File: config.mk
export PLATFORM = sky130hd
export DESIGN_NAME = mem_port2_arbiter
export DESIGN_NICKNAME = d
export VERILOG_FILES = /design/src/rtl/mem_port2_arbiter.sv
export SDC_FILE = /design/constraint.sdc
export NUM_CORES = 1
export LEC_CHECK = 0
export BUFFER_PORTS_ARGS = -buffer_cell sky130_fd_sc_hd__buf_2
export CAP_MARGIN = 20
export CORE_MARGIN = 1.5
export CORE_UTILIZATION = 40
export DETAILED_ROUTE_END_ITERATION = 8
export PLACE_DENSITY = 0.73
export SETUP_SLACK_MARGIN = 0.4
export SYNTH_ARGS = -nofsm -noshare
export SYNTH_HDL_FRONTEND = slang
export SYNTH_SLANG_ARGS = --single-unit
File: constraint.sdc
create_clock -name clk -period 2.3 [get_ports clk]
set_input_delay 0.115 -clock clk [delete_from_list [all_inputs] [get_ports clk]]
set_output_delay 0.115 -clock clk [all_outputs]
set_load 0.01 [all_outputs]
File: src/rtl/mem_port2_arbiter.sv
`default_nettype none
// ============================================================================
//  Module   : mem_port2_arbiter
//  Purpose  : Shares port 2 of the dual-port execution memory between the
//             VGA scan-out fetcher (m0, read-only, high priority) and a
//             general read/write client (m1). Provides combinational
//             req/gnt, burst locking with a forced-release timer, m1
//             starvation protection and one-cycle read-data return.
//  Options  : MEM_PORT2_ARB_STATS_EN - builds 16-bit wrapping grant counters
//             on stat_gnt0/stat_gnt1; otherwise both outputs are tied to 0.
//  Revision : 1.0 - initial release
// ============================================================================
module mem_port2_arbiter #(
    parameter int AW           = 16,
    parameter int DW           = 16,
    parameter int STARVE_LIMIT = 8,
    parameter int LOCK_MAX     = 64
) (
    input  logic          clk,
    input  logic          reset,
    // requester 0 : VGA scan-out, read only
    input  logic          m0_req,
    input  logic [AW-1:0] m0_addr,
    input  logic          m0_lock,
    output logic          m0_gnt,
    output logic          m0_rvalid,
    output logic [DW-1:0] m0_rdata,
    // requester 1 : general read/write client
    input  logic          m1_req,
    input  logic          m1_we,
    input  logic [AW-1:0] m1_addr,
    input  logic [DW-1:0] m1_wdata,
    input  logic          m1_lock,
    output logic          m1_gnt,
    output logic          m1_rvalid,
    output logic [DW-1:0] m1_rdata,
    // memory port 2
    output logic [AW-1:0] mem_addr,
    output logic [DW-1:0] mem_wdata,
    output logic          mem_we,
    input  logic [DW-1:0] mem_rdata,
    // status
    output logic [1:0]    owner,
    output logic [15:0]   stat_gnt0,
    output logic [15:0]   stat_gnt1
);

    // ------------------------------------------------------------------------
    // Counter widths. Both counters stop at a known terminal value, so the
    // widths only need to hold that value (minimum one bit).
    // ------------------------------------------------------------------------
    localparam int c_SW = (STARVE_LIMIT > 0) ? $clog2(STARVE_LIMIT + 1) : 1;
    localparam int c_LW = (LOCK_MAX > 1) ? $clog2(LOCK_MAX) : 1;

    localparam logic [c_SW-1:0] c_STARVE_MAX = c_SW'(STARVE_LIMIT);
    localparam logic [c_LW-1:0] c_LOCK_LAST  = c_LW'(LOCK_MAX - 1);

    // Ownership state; the encoding is exported unchanged on 'owner'.
    typedef enum logic [1:0] {
        ST_IDLE  = 2'd0,
        ST_LOCK0 = 2'd1,
        ST_LOCK1 = 2'd2
    } state_t;

    state_t          r_state;
    state_t          w_stateNext;
    logic [c_SW-1:0] r_starveCnt;
    logic [c_SW-1:0] w_starveNext;
    logic [c_LW-1:0] r_lockTimer;
    logic [c_LW-1:0] w_lockTimerNext;

    logic            w_gnt0;
    logic            w_gnt1;
    logic            w_m1Starved;
    logic            w_readGnt;

    // Last granted address/write data, so the memory port is quiet between
    // grants instead of following whatever the requesters happen to drive.
    logic [AW-1:0]   r_lastAddr;
    logic [DW-1:0]   r_lastWdata;

    // Read-return tag: a read was granted last cycle, and by whom.
    logic            r_tagRead;
    logic            r_tagWho;

    logic            w_rvalid0;
    logic            w_rvalid1;
    logic [DW-1:0]   r_held0;
    logic [DW-1:0]   r_held1;

    assign w_m1Starved = (r_starveCnt == c_STARVE_MAX);

    // Arbitration: pick at most one winner from the requests and the current
    // ownership. Everything is held off while reset is asserted.
    always_comb begin
        w_gnt0 = 1'b0;
        w_gnt1 = 1'b0;
        if (reset) begin
            case (r_state)
                ST_LOCK0: w_gnt0 = m0_req;
                ST_LOCK1: w_gnt1 = m1_req;
                default: begin
                    if (m1_req && w_m1Starved) begin
                        w_gnt1 = 1'b1;
                    end else if (m0_req) begin
                        w_gnt0 = 1'b1;
                    end else if (m1_req) begin
                        w_gnt1 = 1'b1;
                    end
                end
            endcase
        end
    end

    // Ownership transitions and lock timer: enter a lock when the winner
    // asks for it, leave when the owner drops lock or the timer runs out.
    always_comb begin
        w_stateNext     = r_state;
        w_lockTimerNext = r_lockTimer;
        case (r_state)
            ST_IDLE: begin
                if (w_gnt0 && m0_lock) begin
                    w_stateNext     = ST_LOCK0;
                    w_lockTimerNext = '0;
                end else if (w_gnt1 && m1_lock) begin
                    w_stateNext     = ST_LOCK1;
                    w_lockTimerNext = '0;
                end
            end
            ST_LOCK0: begin
                if (!m0_lock || (r_lockTimer == c_LOCK_LAST)) begin
                    w_stateNext     = ST_IDLE;
                    w_lockTimerNext = '0;
                end else begin
                    w_lockTimerNext = r_lockTimer + 1'b1;
                end
            end
            ST_LOCK1: begin
                if (!m1_lock || (r_lockTimer == c_LOCK_LAST)) begin
                    w_stateNext     = ST_IDLE;
                    w_lockTimerNext = '0;
                end else begin
                    w_lockTimerNext = r_lockTimer + 1'b1;
                end
            end
            default: begin
                w_stateNext     = ST_IDLE;
                w_lockTimerNext = '0;
            end
        endcase
    end

    // Starvation counter: counts consecutive denied m1 requests, saturating.
    always_comb begin
        w_starveNext = r_starveCnt;
        if (!m1_req || w_gnt1) begin
            w_starveNext = '0;
        end else if (!w_m1Starved) begin
            w_starveNext = r_starveCnt + 1'b1;
        end
    end

    // Memory port is driven straight from the winner of this cycle.
    assign w_readGnt = w_gnt0 | (w_gnt1 & ~m1_we);
    assign mem_addr  = w_gnt0 ? m0_addr : (w_gnt1 ? m1_addr : r_lastAddr);
    assign mem_wdata = w_gnt1 ? m1_wdata : r_lastWdata;
    assign mem_we    = w_gnt1 & m1_we;

    assign m0_gnt    = w_gnt0;
    assign m1_gnt    = w_gnt1;
    assign owner     = r_state;

    // Control registers: ownership, counters, held memory port values and
    // the read-return tag.
    always_ff @(posedge clk or negedge reset) begin
        if (!reset) begin
            r_state     <= ST_IDLE;
            r_starveCnt <= '0;
            r_lockTimer <= '0;
            r_lastAddr  <= '0;
            r_lastWdata <= '0;
            r_tagRead   <= 1'b0;
            r_tagWho    <= 1'b0;
        end else begin
            r_state     <= w_stateNext;
            r_starveCnt <= w_starveNext;
            r_lockTimer <= w_lockTimerNext;
            if (w_gnt0) begin
                r_lastAddr <= m0_addr;
            end else if (w_gnt1) begin
                r_lastAddr <= m1_addr;
            end
            if (w_gnt1) begin
                r_lastWdata <= m1_wdata;
            end
            r_tagRead <= w_readGnt;
            r_tagWho  <= w_gnt1;
        end
    end

    // The memory answers one cycle after the grant, so rvalid comes from the
    // tag and rdata passes mem_rdata through in that cycle, then holds it.
    assign w_rvalid0 = reset & r_tagRead & ~r_tagWho;
    assign w_rvalid1 = reset & r_tagRead &  r_tagWho;

    assign m0_rvalid = w_rvalid0;
    assign m1_rvalid = w_rvalid1;
    assign m0_rdata  = w_rvalid0 ? mem_rdata : r_held0;
    assign m1_rdata  = w_rvalid1 ? mem_rdata : r_held1;

    // Capture returned read data so each requester keeps its last result.
    always_ff @(posedge clk or negedge reset) begin
        if (!reset) begin
            r_held0 <= '0;
            r_held1 <= '0;
        end else begin
            if (w_rvalid0) begin
                r_held0 <= mem_rdata;
            end
            if (w_rvalid1) begin
                r_held1 <= mem_rdata;
            end
        end
    end

`ifdef MEM_PORT2_ARB_STATS_EN
    logic [15:0] r_statGnt0;
    logic [15:0] r_statGnt1;

    // Grant statistics: free-running wrapping counters.
    always_ff @(posedge clk or negedge reset) begin
        if (!reset) begin
            r_statGnt0 <= '0;
            r_statGnt1 <= '0;
        end else begin
            r_statGnt0 <= r_statGnt0 + 16'(w_gnt0);
            r_statGnt1 <= r_statGnt1 + 16'(w_gnt1);
        end
    end

    assign stat_gnt0 = r_statGnt0;
    assign stat_gnt1 = r_statGnt1;
`else
    assign stat_gnt0 = 16'd0;
    assign stat_gnt1 = 16'd0;
`endif

endmodule
`default_nettype wire

## Yosys cells after proc, flatten, opt, wreduce, memory -nomap -nowiden

Cells that the tools add are included.

| operators by class | value |
|---|---|
| reductions and logical operators | 11 |
| eq/ne operators | 8 |
| add/sub/neg operators | 2 |
| mux-type cells | 26 |
| bitwise gates (word level) | 8 |

Operators by type and width:

| operator | number |
|---|---|
| 16-bit 2-to-1 mux | 5 |
| 6-bit 2-to-1 mux | 4 |
| 6-bit case mux with 3 select lines | 1 |
| 2-bit 2-to-1 mux | 4 |
| 4-bit 2-to-1 mux | 2 |
| 1-bit 2-to-1 mux | 7 |
| 6-bit by 1-bit adder with 6-bit output (second input constant) | 1 |
| 6-bit == test (second input constant) | 1 |
| 2-bit case mux with 3 select lines | 1 |
| 1-bit bitwise AND | 5 |
| 4-bit by 1-bit adder with 4-bit output (second input constant) | 1 |
| 4-bit == test (second input constant) | 1 |
| 2-bit != test (second input constant) | 2 |
| 1-bit case mux with 2 select lines | 2 |
| 1-bit logical AND | 3 |
| 1-bit zero test | 3 |
| 1-bit logical OR | 3 |
| 3-bit != test (second input constant) | 1 |
| 3-bit AND reduction | 1 |
| 2-bit by 1-bit == test with 1-bit output (second input constant) | 1 |
| 2-bit == test (second input constant) | 1 |
| 2-bit zero test | 1 |
| 2-bit by 1-bit != test with 1-bit output (second input constant) | 1 |
| 1-bit inverter | 2 |
| 1-bit bitwise OR | 1 |

| storage, ports and cells | value |
|---|---|
| register bits | 78 |
| logic and storage cells | 64 |
| output and inout port bits | 103 |
| input bits | 71 |

## Longest topological paths before layout

Gate-level depths: netlist of the first run.

| depth | value |
|---|---|
| depth in word-level cells | 9 |
| gate-level depth with buffers | 9 |
| depth with buffers taken out | 7 |

## Least setup slack after synthesis of the first run

Ideal clock, no wire load.

| timing path | value |
|---|---|
| kind | register to register |
| start point | register r_state[0], in the netlist owner[0] |
| end point | register r_lastAddr[10] |
| path slack | -0.072 ns |
| cell stages (with the launch flop) | 9 |
| setup time | 0.148 ns |
| data arrival time | 2.224 ns |
| clock period less this slack | 2.372 ns |
| path buffers | 2 |
| data required time | 2.152 ns |
| path through | dfrtp_1 > inv_1 > ha_1 > nor2b_1 > a311oi_1 > buf_2 > buf_2 > mux2i_1 > o21ai_0 |

| between the ends | value |
|---|---|
| longest elaborated chain between the ends | 5 |
| elaborated cells between the ends (all ways) | 8 |
| those cells by class | eq/ne: 2; mux: 6 |

RTL lines:

| item | line | text |
|---|---|---|
| from (decl) | 65 | `state_t r_state;` |
| from (signal assigned) | 185 | `r_state <= w_stateNext;` |
| 2-bit == test / 2-bit by 1-bit == test with 1-bit output (equally long branches) | 99 | `case (r_state)` |
| 1-bit case mux with 2 select lines (*) | 99 |  |
| 1-bit 2-to-1 mux (*) | 98 | `if (reset) begin` |
| net m1_gnt | 34 | `output logic m1_gnt,` |
| 16-bit 2-to-1 mux (*) | n/a |  |
| 16-bit 2-to-1 mux (*) | 188 | `if (w_gnt0) begin` |
| net mem_addr[10] | 38 | `output logic [AW-1:0] mem_addr,` |
| to (signal assigned) | 189 | `r_lastAddr <= m0_addr;` |
| to (signal assigned) | 191 | `r_lastAddr <= m1_addr;` |
| to (decl) | 79 | `logic [AW-1:0] r_lastAddr;` |

The timed path passes the listed nets; every way through them passes the cells marked *.
A chain may end at the register's enable or synchronous reset.

## Final worst setup path of the first run

| timing path | value |
|---|---|
| start point | register r_starveCnt[0] |
| end point | output mem_addr[0] |

| between the ends | value |
|---|---|
| longest elaborated chain between the ends | 7 |
| elaborated cells between the ends (all ways) | 10 |
| those cells by class | eq/ne: 1; mux: 8; reduce/logical: 1 |

RTL lines:

| item | line | text |
|---|---|---|
| from (decl) | 67 | `logic [c_SW-1:0] r_starveCnt;` |
| from (signal assigned) | 186 | `r_starveCnt <= w_starveNext;` |
| 4-bit == test (*) | 91 | `assign w_m1Starved = (r_starveCnt == c_STARVE_MAX);` |
| 1-bit logical AND (*) | 103 | `if (m1_req && w_m1Starved) begin` |
| 1-bit 2-to-1 mux | 103 |  |
| 1-bit case mux with 2 select lines | 99 |  |
| 1-bit 2-to-1 mux | 98 |  |
| 16-bit 2-to-1 mux | n/a |  |
| 16-bit 2-to-1 mux (*) | n/a |  |
| to (decl) | 38 |  |

Mark *: on every way between the ends. The rest lies on a longest branch, timed or not.

==> results of run 1 <==
## routing by layer
metal	vias to the layer above	GRT usage (%)	share of wire (%)
met5	-	0	0
met4	0	6.70	1.6
met3	11	5.44	6.5
met2	119	36.1	53
met1	1433	22.6	39
li1	1453	-	-
## critical path, stage by stage, from the launching register on
cell and delay, ps:
dfrtp_1 410, inv_2 100, ha_4 130, nand3b_1 140
a311oi_4 330, buf_12 180, buf_16 160, mux2i_1 230
o21ai_1 100, buf_2 140
## power breakdown
group	switching [W]	total [W]	internal, W
Clock	0.000548	0.00107	0.000517
Sequential	0.000188	0.00215	0.00196
Combinational	0.00160	0.00326	0.00165
Total	0.00234	0.00647	0.00413
## metrics by stage
step	setup WS, ps	instance area, um^2	setup TNS (ps)
3_3_place_gp	249	4410	0
6_report	-87.1	5470	-1310
4_1_cts	-70.3	5270	-1220
3_5_place_dp	162	4410	0
2_1_floorplan	345	3800	0
5_1_grt	-217	5470	-5360
## timing repair
action,4_1_cts,5_1_grt
cloned,4,0
endpoints found under the hold margin,102,8
pin swaps,5,1
setup buffers,13,3
resized for setup,30,23
setup endpoints to repair,85,109
hold buffers,28,6
## synth_stat cells, types with 3 or more instances
master	n
ha_1	6
inv_1	10
dfrtp_1	78
buf_4	33
nor2_1	3
buf_2	4
mux2_2	32
o21ai_0	14
mux2i_1	16
o21ai_1	7
nor2b_1	3
nand2_1	80
nand3_1	4
a21oi_1	4
clkbuf_1	7
## kinds of logic after synthesis
group	count (synthesis)
compound gates	37
xor+xnor	3
fa+ha+maj	6
buf+inv	55
flops	78
mux	48
other cells	1
simple gates	101
## state kept, by name, summed over array words and instances (netlist names)
name	count
r_starveCnt	4
r_lockTimer	6
owner	2
r_tagRead	1
r_lastWdata	16
r_held0	16
r_lastAddr	16
r_held1	16
r_tagWho	1
## final timing paths
path	cells past startpoint	start	end	slack (ps)
min reg2reg	2	r_held0[5]	r_held0[5]	480
min in group asynchronous	4	reset	r_held1[11]	140
max in group asynchronous	3	reset	r_lastAddr[13]	1120
min	3	m0_addr[4]	r_lastAddr[4]	10
max reg2reg	9	owner[1]	r_lockTimer[0]	100
max	9	r_starveCnt[0]	mem_addr[0]	-90
## area by class of cell
cell class,instances,area (um^2),share of cell area (%)
Sequential cell,78,1950,35.7
Multi-Input combinational cell,227,1590,29.1
Inverter,11,45.0,0.823
Tap cell,108,135,2.47
Clock buffer,9,124,2.26
Clock inverter,7,80.1,1.46
Timing Repair Buffer,205,1550,28.3
==> results.cfg, run 1 <==
[run_status]
run_status = finished with violations
failed_checks = setup timing

[final_layout]
layout-drive-gt1-share_pct = 45.4
final.fill_count = 689
layout.cells.most_common = buf_2
syn2layout_area_growth_pct = 52.4
commonest_cells_after_routing_fill_and_taps_aside = buf_2, nand2_1, dfrtp_1
final_util_pct = 62.8
post_layout_nonfiller_instances = 645
antenna_cells = 0
final_net_count = 609

[sta]
max_freq_mhz = 419
hold_violations = 0
report.final.setup_viol = 32
period_needed_ps = 2390
ratio_of_final_minimum_period_to_clock_period_pct = 104
slew-limit-headroom_pct = 38.5
rsz0062_at_grt = true
worst_slew_pin_slew_ps = 920
final.setup.worst_slack_ps = -87.1
timing.hold.ws_ps = 12.9
final.setup_skew_ps = 11.8
final_max_slew_viol_count = 0

[clock_network]
clock_tree.buffer_depth = 2
clk_latency_ps = 350
clk_root_buffer_cell = clkbuf_8
clk_pin_slew_worst_paths_ps = 90
htreeDepth = 3
cts_buffers = 9
cts_sinks = 78
tritoncts = yes

[global_routing]
first_pass_grt_wire_length_um = 15100
grt_pass1_vias = 3081
grt_overflow_total = 0
grt_max_degree = 32
antenna_found_initial = 0
groute.usage.overall_pct = 19.9

[job]
timing.max_cap.violations = 0

[placement]
globalplace.congestion = 0.780
dp.cells = 574
numPortBuffers = 141
detailedPlacementHpwl_um = 5860

[floorplan]
die_span_in_x_um = 97.8
ioPinCount = 174
die_height_um = 97.8
core-area_um2 = 8720
initial_core_util_pct = 41.2
die_area_um2 = 9560
fp-row-count = 34

[synthesis]
yosys.area_share.xor_xnor_pct = 0.732
ys.flop_type = dfrtp_1
synth_sequential_area_ratio_pct = 54.4
synth.lib_cells_used.distinct = 38
post_synth_inst_count = 329
yosys.area.top_type_share_pct = 54.4
synth-compound-area-share_pct = 7.07
synthArstFlopShare_pct = 100
synth_edf_count = 0
post_synthesis_adder_cell_area_fraction_pct = 2.09
synth_top_family_by_area = multiplexers
synth_top_area_cell = dfrtp_1
simple_gate_share_of_the_synthesized_area_pct = 11.8
avgSynthCellArea_um2 = 10.9
synth_top_cells_by_area = dfrtp_1, mux2_2, nand2_1, buf_4, mux2i_1
synth.ff_latch_count = 78
synthesized_area_um2 = 3590
synth_mux_area_share_pct = 14.5
synth.yosys.warnings = 0

[drt]
drc = 0
drt_first_pass_iters = 4
route.detailed.wl_per_inst_um = 14.7
detail_route.vias_per_cell = 4.68
drtIter0Drc = 53
routed-via-count = 3016
drtAntennaViolNets = 0
wirelength_um = 9460

[setup_path]
timing.critical_path.to_type = output pin
start_kind = flip-flop
crit_arrival_ps = 2270
critPathMaxFanout = 14
critPathRequiredTime_ps = 2180
crit_type = flip-flop to output pin

[power_and_ir_drop]
power_density_nw_per_um2 = 1180
p_leak_nw = 2.82
max-vdd-ir-drop_uv = 714
total_power_w = 0.00647

[hold_path]
min_path_type = input port to flip-flop
No activity file was read; power rests on OpenSTA's default activity.
==> run 2: changes to the inputs <==
Settings changed: RECOVER_POWER from default to 100.
==> run 2 against run 1 <==
The flow finishes with violations (capacitance limit, slew limit, setup timing). Register-to-register slack about the same. Wire length down 0.21%. Maximum frequency decreased by 0.31%. Critical path depth is 1 lower. Sequential power about the same.
==> results.cfg, run 2 (synthesis results as in run 1) <==
[run_status]
run_status = finished with violations
failed_checks = capacitance limit, slew limit, setup timing

[drt]
drtAntennaViolNets = 0
detail_route.vias_per_cell = 4.69
drc = 0
routed-via-count = 3022
drt_first_pass_iters = 4
drtIter0Drc = 62
route.detailed.wl_per_inst_um = 14.6
wirelength_um = 9440

[clock_network]
cts_sinks = 78
clk_root_buffer_cell = clkbuf_8
htreeDepth = 3
clock_tree.buffer_depth = 2
clk_pin_slew_worst_paths_ps = 90
cts_buffers = 9
clk_latency_ps = 340
tritoncts = yes

[hold_path]
min_path_type = input port to flip-flop
min_delay_worst_endpoint = r_lastAddr[14]
worst_hold_startpoint = m0_addr[14]
cell_count_of_the_worst_hold_path = 3

[floorplan]
initial_core_util_pct = 41.2
fp-row-count = 34
ioPinCount = 174
die_area_um2 = 9560
core-area_um2 = 8720
die_height_um = 97.8
die_span_in_x_um = 97.8

[sta]
final.setup_skew_ps = 11.9
worst_slew_pin_slew_ps = 1640
report.final.setup_viol = 32
ratio_of_final_minimum_period_to_clock_period_pct = 104
final_max_slew_viol_count = 32
period_needed_ps = 2390
final.setup.worst_slack_ps = -94.6
max_freq_mhz = 418
slew-limit-headroom_pct = -9.47
rsz0062_at_grt = true
hold_violations = 0

[placement]
dp.cells = 574
detailedPlacementHpwl_um = 5860
globalplace.congestion = 0.780
numPortBuffers = 141
pre_cts_ws_ps = 162

[global_routing]
grt_overflow_total = 0
grt_max_degree = 32
groute.usage.overall_pct = 19.9
first_pass_grt_wire_length_um = 15100
antenna_found_initial = 0
grt_pass1_vias = 3081

[setup_path]
path_delay_family = buffers and inverters
critPathSlowestCell = dfrtp_1
rrSetupSlack_ps = 90
critPathMaxFanout = 9
ff2ff_path_depth = 9
cp_slowest_stage_delay_ps = 410
worstPathBufferInverterCount = 4
timing.critical_path.cells = inv_2 -> ha_4 -> nand3b_1 -> a311oi_4 -> buf_12 -> buf_12 -> mux2_1 -> buf_6
worstReg2RegStart = owner[1]
rr_endpoint = r_lockTimer[0]
crit_type = flip-flop to output pin
cpMostUsedCell = buf_12
start_kind = flip-flop
timing.critical_path.to_type = output pin
crit_arrival_ps = 2280
critPathRequiredTime_ps = 2180

[job]
timing.max_cap.violations = 1

[final_layout]
final.fill_count = 719
multi_input_comb_area_um2 = 1570
final_net_count = 609
antenna_cells = 0
syn2layout_area_growth_pct = 49.7
commonest_cells_after_routing_fill_and_taps_aside = buf_2, nand2_1, dfrtp_1
footprint_of_the_flip_flops_and_latches_um2 = 1950
layout-drive-gt1-share_pct = 36.3
post_layout_nonfiller_instances = 645
layout.cells.most_common = buf_2

[power_and_ir_drop]
power_density_nw_per_um2 = 1170
max-vdd-ir-drop_uv = 687
p_leak_nw = 2.69
-- run 2: cell types whose count changed in the layout (fill, tap and decap cells not counted) --
cell / previous run / this run
buf_4: 18 / 12
clkbuf_4: 0 / 1
buf_2: 124 / 99
o21ai_1: 15 / 14
buf_8: 1 / 0
mux2_2: 16 / 5
mux2i_2: 1 / 0
buf_12: 6 / 5
clkbuf_1: 0 / 32
mux2_1: 0 / 16
o21ai_0: 1 / 2
mux2i_1: 15 / 16
mux2_4: 16 / 11
-- run 2: what timing repair did --
| action | 4_1_cts | 5_1_grt |
|---|---|---|
| setup buffers | 13 | 3 |
| setup endpoints to repair | 85 | 109 |
| gates cloned | 4 | 0 |
| hold buffers | 28 | 6 |
| pin swaps | 5 | 1 |
| gates resized for setup | 30 | 23 |
| endpoints found under the hold margin | 102 | 8 |
-- run 2: worst min-delay path, delay by kind of cell --
kind                   cells  cell delay, ps
AOI/OAI and AO/OA          1              90
buffers and inverters      1              70
and+or+nand+nor            1              40
-- run 2: worst max-delay path by stage --
stage,depth (start not counted),to,start
finish,8,mem_wdata[9],r_starveCnt[0]
global route,9,mem_addr[0],r_starveCnt[0]
CTS,8,mem_wdata[13],r_starveCnt[0]
detailed placement,7,mem_wdata[10],r_starveCnt[0]
global placement,7,mem_wdata[12],r_starveCnt[0]
floorplan,8,r_lastAddr[11],owner[1]
-- run 2: through the flow --
step	TNS [ps]	instance area, um^2	utilization [%]	hold slack [ps]	total power [W]
after floorplan	0	3800	-	-181	0.00377
after global placement	0	4410	50.6	-49.2	0.00462
after detailed placement	0	4410	50.6	-49.1	0.00472
after CTS	-1220	5270	60.4	0.408	0.00628
after global routing	-6190	5370	61.6	3.26	0.00674
final	-1520	5370	61.6	13.5	0.00631
-- run 2: power breakdown --
part	internal [W]	switching, W
registers	0.00196	0.000185
clock network	0.000517	0.000548
logic	0.00151	0.00160
-- run 2: area by class of cell --
type,count,share of cell area (%)
sequential,78,36.3
tap,108,2.51
clock inverter,7,1.49
inverter,11,0.838
clock buffer,9,2.31
multi-input combinational,227,29.2
timing repair buffer,205,27.4
-- run 2: metal layers --
| metal | track usage, % | vias to the layer above | share of wire [%] |
|---|---|---|---|
| met5 | 0 | - | 0 |
| met4 | 6.70 | 0 | 1.3 |
| met3 | 5.44 | 9 | 6.5 |
| met2 | 36.1 | 117 | 53 |
| met1 | 22.6 | 1445 | 39 |
| li1 | - | 1451 | - |
